$ cat config.mk
export PLATFORM = sky130hd
export DESIGN_NAME = weight_load_ctrl
export DESIGN_NICKNAME = d
export VERILOG_FILES = /design/src/rtl/weight_load_ctrl.sv
export SDC_FILE = /design/constraint.sdc
export NUM_CORES = 1
export LEC_CHECK = 0
export ABC_CLOCK_PERIOD_IN_PS = 5700
export CAP_MARGIN = 20
export CORE_AREA = 10 10 501 503
export CTS_CLUSTER_DIAMETER = 30
export CTS_CLUSTER_SIZE = 16
export DETAILED_ROUTE_END_ITERATION = 12
export DIE_AREA = 0 0 511 513
export PLACE_DENSITY_LB_ADDON = 0.2
export SYNTH_ARGS = -nofsm -noshare
export SYNTH_HDL_FRONTEND = slang
export SYNTH_SLANG_ARGS = --single-unit
export TNS_END_PERCENT = 100
$ cat constraint.sdc
create_clock -name clk -period 5.7 [get_ports clk]
set_clock_uncertainty 0.05 [all_clocks]
set_input_delay 1.14 -clock clk [delete_from_list [all_inputs] [get_ports clk]]
set_output_delay 1.14 -clock clk [all_outputs]
set_load 0.01 [all_outputs]
$ cat src/rtl/weight_load_ctrl.sv
// Weight-load sequencer: walks the per-filter weight ROMs one at a time and captures each packed vector into a shared bank.
// Optional watchdog per handshake phase is enabled by defining WEIGHT_LOAD_TIMEOUT_EN.
module weight_load_ctrl #(
    parameter int NUM_FILTERS    = 3,
    parameter int INPUT_CHANNELS = 3,
    parameter int KERNEL_SIZE    = 3,
    parameter int WEIGHT_WIDTH   = 8,
    parameter int TIMEOUT_CYCLES = 256
) (
    input  logic                                                                         clk,
    input  logic                                                                         rst_n,
    input  logic                                                                         start,
    output logic [NUM_FILTERS-1:0]                                                       rom_read_enable,
    input  logic [NUM_FILTERS-1:0]                                                       rom_weight_valid,
    input  logic [NUM_FILTERS*INPUT_CHANNELS*KERNEL_SIZE*KERNEL_SIZE*WEIGHT_WIDTH-1:0]  rom_weight_data,
    output logic [NUM_FILTERS*INPUT_CHANNELS*KERNEL_SIZE*KERNEL_SIZE*WEIGHT_WIDTH-1:0]  weight_bank,
    output logic                                                                         weights_ready,
    output logic                                                                         busy,
    output logic                                                                         done,
    output logic                                                                         load_error
);

    localparam int WPF  = INPUT_CHANNELS * KERNEL_SIZE * KERNEL_SIZE;
    localparam int FW   = WPF * WEIGHT_WIDTH;
    localparam int IDXW = (NUM_FILTERS > 1) ? $clog2(NUM_FILTERS) : 1;

    typedef enum logic [1:0] {
        IDLE,
        REQ,
        RELEASE,
        DONE
    } state_e;

    state_e                     state_q, state_d;
    logic [IDXW-1:0]            idx_q, idx_d;
    logic [NUM_FILTERS-1:0]     en_q, en_d;
    logic [NUM_FILTERS*FW-1:0]  bank_q, bank_d;
    logic                       ready_q, ready_d;
    logic                       busy_q, busy_d;
    logic                       done_q, done_d;
    logic                       valid_cur;
    logic                       last_idx;
    logic                       timeout;
    logic                       abort;

    if (NUM_FILTERS < 1 || TIMEOUT_CYCLES < 2) begin : g_bad_config
        $error("weight_load_ctrl: NUM_FILTERS must be >= 1 and TIMEOUT_CYCLES >= 2");
    end

    always_comb begin
        valid_cur = rom_weight_valid[idx_q];
        last_idx  = (idx_q == IDXW'(NUM_FILTERS - 1));
    end

    always_ff @(posedge clk or negedge rst_n) begin
        if (!rst_n) begin
            state_q <= IDLE;
            idx_q   <= '0;
            en_q    <= '0;
            bank_q  <= '0;
            ready_q <= 1'b0;
            busy_q  <= 1'b0;
            done_q  <= 1'b0;
        end else begin
            state_q <= state_d;
            idx_q   <= idx_d;
            en_q    <= en_d;
            bank_q  <= bank_d;
            ready_q <= ready_d;
            busy_q  <= busy_d;
            done_q  <= done_d;
        end
    end

    // A ROM cannot re-arm while its valid is high, so RELEASE waits for the drop before moving on.
    always_comb begin
        state_d = state_q;
        idx_d   = idx_q;
        unique case (state_q)
            IDLE: begin
                if (start) begin
                    state_d = REQ;
                    idx_d   = '0;
                end
            end
            REQ: begin
                if (valid_cur) begin
                    state_d = RELEASE;
                end else if (timeout) begin
                    state_d = IDLE;
                    idx_d   = '0;
                end
            end
            RELEASE: begin
                if (!valid_cur) begin
                    if (last_idx) begin
                        state_d = DONE;
                    end else begin
                        state_d = REQ;
                        idx_d   = idx_q + 1'b1;
                    end
                end else if (timeout) begin
                    state_d = IDLE;
                    idx_d   = '0;
                end
            end
            DONE: begin
                state_d = IDLE;
                idx_d   = '0;
            end
            default: begin
                state_d = IDLE;
                idx_d   = '0;
            end
        endcase
    end

    always_comb begin
        abort = ((state_q == REQ) || (state_q == RELEASE)) && (state_d == IDLE);
    end

    // Outputs are computed one cycle ahead so every port comes straight from a flop.
    always_comb begin
        en_d    = en_q;
        bank_d  = bank_q;
        ready_d = ready_q;
        busy_d  = busy_q;
        done_d  = 1'b0;
        unique case (state_q)
            IDLE: begin
                if (start) begin
                    en_d    = '0;
                    en_d[0] = 1'b1;
                    ready_d = 1'b0;
                    busy_d  = 1'b1;
                end
            end
            REQ: begin
                if (valid_cur) begin
                    for (int f = 0; f < NUM_FILTERS; f++) begin
                        if (f == int'(idx_q)) begin
                            bank_d[f*FW +: FW] = rom_weight_data[f*FW +: FW];
                        end
                    end
                    en_d = '0;
                end else if (abort) begin
                    en_d   = '0;
                    busy_d = 1'b0;
                end
            end
            RELEASE: begin
                if (state_d == REQ) begin
                    for (int f = 0; f < NUM_FILTERS; f++) begin
                        en_d[f] = (f == int'(idx_q) + 1);
                    end
                end else if (state_d == DONE) begin
                    done_d  = 1'b1;
                    ready_d = 1'b1;
                    busy_d  = 1'b0;
                end else if (abort) begin
                    en_d   = '0;
                    busy_d = 1'b0;
                end
            end
            default: begin
            end
        endcase
    end

`ifdef WEIGHT_LOAD_TIMEOUT_EN
    localparam int CW = $clog2(TIMEOUT_CYCLES + 1);

    logic [CW-1:0] tcnt_q, tcnt_d;
    logic          err_q, err_d;

    always_comb begin
        timeout = ((state_q == REQ) || (state_q == RELEASE)) && (tcnt_q == CW'(TIMEOUT_CYCLES - 1));
    end

    // The watchdog restarts on every phase entry, so each handshake half gets its own budget.
    always_comb begin
        tcnt_d = tcnt_q + 1'b1;
        if ((state_d != state_q) || (state_q == IDLE) || (state_q == DONE)) begin
            tcnt_d = '0;
        end
        err_d = err_q;
        if ((state_q == IDLE) && start) begin
            err_d = 1'b0;
        end else if (abort) begin
            err_d = 1'b1;
        end
    end

    always_ff @(posedge clk or negedge rst_n) begin
        if (!rst_n) begin
            tcnt_q <= '0;
            err_q  <= 1'b0;
        end else begin
            tcnt_q <= tcnt_d;
            err_q  <= err_d;
        end
    end

    assign load_error = err_q;
`else
    always_comb begin
        timeout = 1'b0;
    end

    assign load_error = 1'b0;
`endif

    assign rom_read_enable = en_q;
    assign weight_bank     = bank_q;
    assign weights_ready   = ready_q;
    assign busy            = busy_q;
    assign done            = done_q;

endmodule

==> flow_metrics.py <==
metrics = {
    "placed_design": {
        "pre_cts_ws_ns": 1.37,
        "port_buffers": 1307,
        "post-dp-hpwl_um": 145000,
        "gp_congestion": 0.792,
    },
    "drt": {
        "drc_errors": 0,
        "dr.pass1.iters": 4,
        "drtIter0Drc": 683,
        "antenna_left": 0,
        "viasPerCell": 3.08,
        "routedWlPerCell_um": 27.5,
        "drt-total-wl_um": 177000,
        "vias": 19800,
    },
    "synthesis": {
        "syn_area_um2": 24900,
        "synth_nets": 2126,
        "synth_compound_area_frac": 0.0100,
        "avgSynthCellArea_um2": 17.0,
        "synth_top_family_by_area": "multiplexers",
        "yosysUniqueCellTypes": 42,
        "synth-seq-cells": 658,
        "synth_edf_count": 0,
        "yosys.area_share.simple": 0.00673,
        "ys_seq_area_frac": 0.661,
        "synth_flop_cell": "dfrtp_1",
        "synth_fa_ha_area_frac": 0.00503,
        "synthMuxAreaShare": 0.295,
        "yosys_warnings": 0,
        "async_reset_ff_frac": 1.00,
        "synthCells": 1462,
        "synth_xor_area_frac": 0,
    },
    "floorplan": {
        "die-area_um2": 262000,
        "die_h_um": 513,
        "start_util": 0.104,
        "coreArea_um2": 240000,
        "io_pins": 1309,
        "die_w_um": 511,
        "num_rows": 180,
    },
    "clock_network": {
        "root_buffer": "clkbuf_16",
        "clock_latency_ns": 0.85,
        "clk_pin_slew_ns": 0.04,
        "numCtsBuffers": 277,
        "cts_resized": 0,
        "cts_setup_buffers": 0,
        "cts.path.max_buffers": 4,
        "cts_tree": "done",
        "htreeDepth": 5,
        "numClockSinks": 658,
        "holdBufCountCts": 0,
    },
    "timing": {
        "fmax_mhz": 296,
        "fin_ws_ns": 2.32,
        "max_slew_margin": 0.464,
        "fin_setup_tns_ns": 0,
        "rsz0062_at_grt": "no",
        "period_share": 0.592,
        "finalSetupViolCount": 0,
        "finalHoldViolCount": 0,
        "final_max_slew_viol_count": 0,
        "period_needed_ns": 3.38,
        "worst_slew_pin_slew_ns": 0.802,
    },
    "setup_path": {
        "critPathBufInv": 1,
        "crit_family": "buffers and inverters",
        "slowest_stage": "clkdlybuf4s50_1",
        "crit_type": "register to output port",
        "end_kind": "output port",
        "crit_fanout": 2,
        "crit_path_cell_trace": "clkdlybuf4s50_1",
        "crit_arrival_ns": 2.19,
        "required_ns": 4.51,
        "critPathLaunchType": "register",
        "crit_path_max_incr_delay_ns": 1.02,
    },
    "global_routing": {
        "grt_pass1_wl_um": 228000,
        "track_usage": 0.130,
        "grt_pass1_vias": 22300,
        "grt_remaining_overflow": 0,
        "grt_max_degree": 109,
        "antenna_found_initial": 126,
    },
    "power": {
        "vdd_drop_max_uv": 270,
        "powerDensity_nw_per_um2": 560,
        "leakage_nw": 21.8,
    },
    "cells_and_area": {
        "drive_gt1_frac": 0.208,
        "area_delta_synth_final_pct": 103,
        "nNetsFinal": 3663,
    },
    "worst_hold_path": {
        "hold_path.class": "input pin to async pin",
    },
    "status": {
        "status": "finished clean",
    },
    "run": {
        "drv_cap": 0,
    },
}
==> report_power, final <==
part           leakage, nW  internal, mW  switching (mW)
clock network         4.28          9.82            3.77
logic                 8.95          4.10            3.51
registers             8.55          6.21           0.894
==> synth_stat cells, types with 2 or more instances <==
cell type  number  area share
a22o_1          2     0.00070
inv_1          11      0.0017
mux2_2        229        0.10
a21oi_1         4     0.00080
nand2_1         7      0.0011
o21ai_0         7      0.0014
ha_1           10      0.0050
buf_4          31      0.0093
nand3_4         3      0.0021
mux2_1        420        0.19
clkbuf_1        2     0.00030
dfrtp_1       658        0.66
buf_6          10      0.0045
buf_2          31      0.0062
o2111ai_1       4      0.0014
nand3b_1        3     0.00090
o21a_1          2     0.00060
nor2_1          4     0.00060
==> cell type report <==
cell class,instances,area (um^2)
fill,25600,190000
sequential,658,16500
timing repair buffer,1332,13400
clock buffer,423,8310
multi-input combinational,718,7880
tap,3185,3990
clock inverter,44,323
antenna,48,120
inverter,12,45.0
==> cell usage in the layout, fill, tap and decap left out, types with 10 or more instances in the layout <==
master	netlist	final
buf_12	0	12
clkdlybuf4s50_1	0	1306
inv_1	11	11
clkbuf_8	0	74
mux2_2	229	229
buf_4	31	12
clkbuf_1	2	68
mux2_1	420	420
clkbuf_16	0	281
dfrtp_1	658	658
ha_1	10	10
clkinv_2	0	34
diode_2	0	48
==> through the flow <==
step | cell area [um^2] | utilization | hold WS [ns] | instances | power (mW)
2_1_floorplan | 24900 | - | 0.484 | 1462 | 9.59
3_3_place_gp | 41800 | 0.174 | 0.423 | 5904 | 15.0
3_5_place_dp | 41800 | 0.174 | 0.430 | 5905 | 15.0
4_1_cts | 50400 | 0.210 | 0.253 | 6372 | 29.0
5_1_grt | 50500 | 0.210 | 0.263 | 6390 | 29.8
6_report | 50600 | 0.210 | 0.265 | 6420 | 28.3
==> flip-flops by register name, indices dropped and copies added, names as in the netlist <==
name	cells
rom_read_enable	3
weights_ready	1
idx_q	2
state_q	2
done	1
weight_bank	648
busy	1
==> layer usage <==
metal	routed length [um]	GRT usage
met5	451	0.000541
met4	6370	0.0519
met3	29300	0.105
met2	78200	0.199
met1	62200	0.129
==> path summary, 6_finish.rpt <==
| path | startpoint | end | slack (ns) | cells after the start |
|---|---|---|---|---|
| worst max register to register | idx_q[0] | weight_bank[32] | 2.41 | 6 |
| worst max-delay path | weight_bank[599] | weight_bank[599] | 2.32 | 1 |
| worst min-delay path | rst_n | weight_bank[125] | 0.27 | 1 |
| worst min register to register | weight_bank[7] | weight_bank[7] | 0.43 | 1 |
| max in group asynchronous | rst_n | weight_bank[343] | 4.06 | 2 |
| min in group clk | weight_bank[7] | weight_bank[7] | 0.43 | 1 |
==> cells by family (layout without fill, tap and decap cells) <==
family                   Yosys count  after routing
other                              1             49
buffers and inverters             86           1811
multiplexers                     651            651
AND/OR/NAND/NOR                   24             24
AO/OA/AOI/OAI                     32             32
adder cells (fa/ha/maj)           10             10
flip-flops                       658            658
No activity file was read; power rests on OpenSTA's default activity.
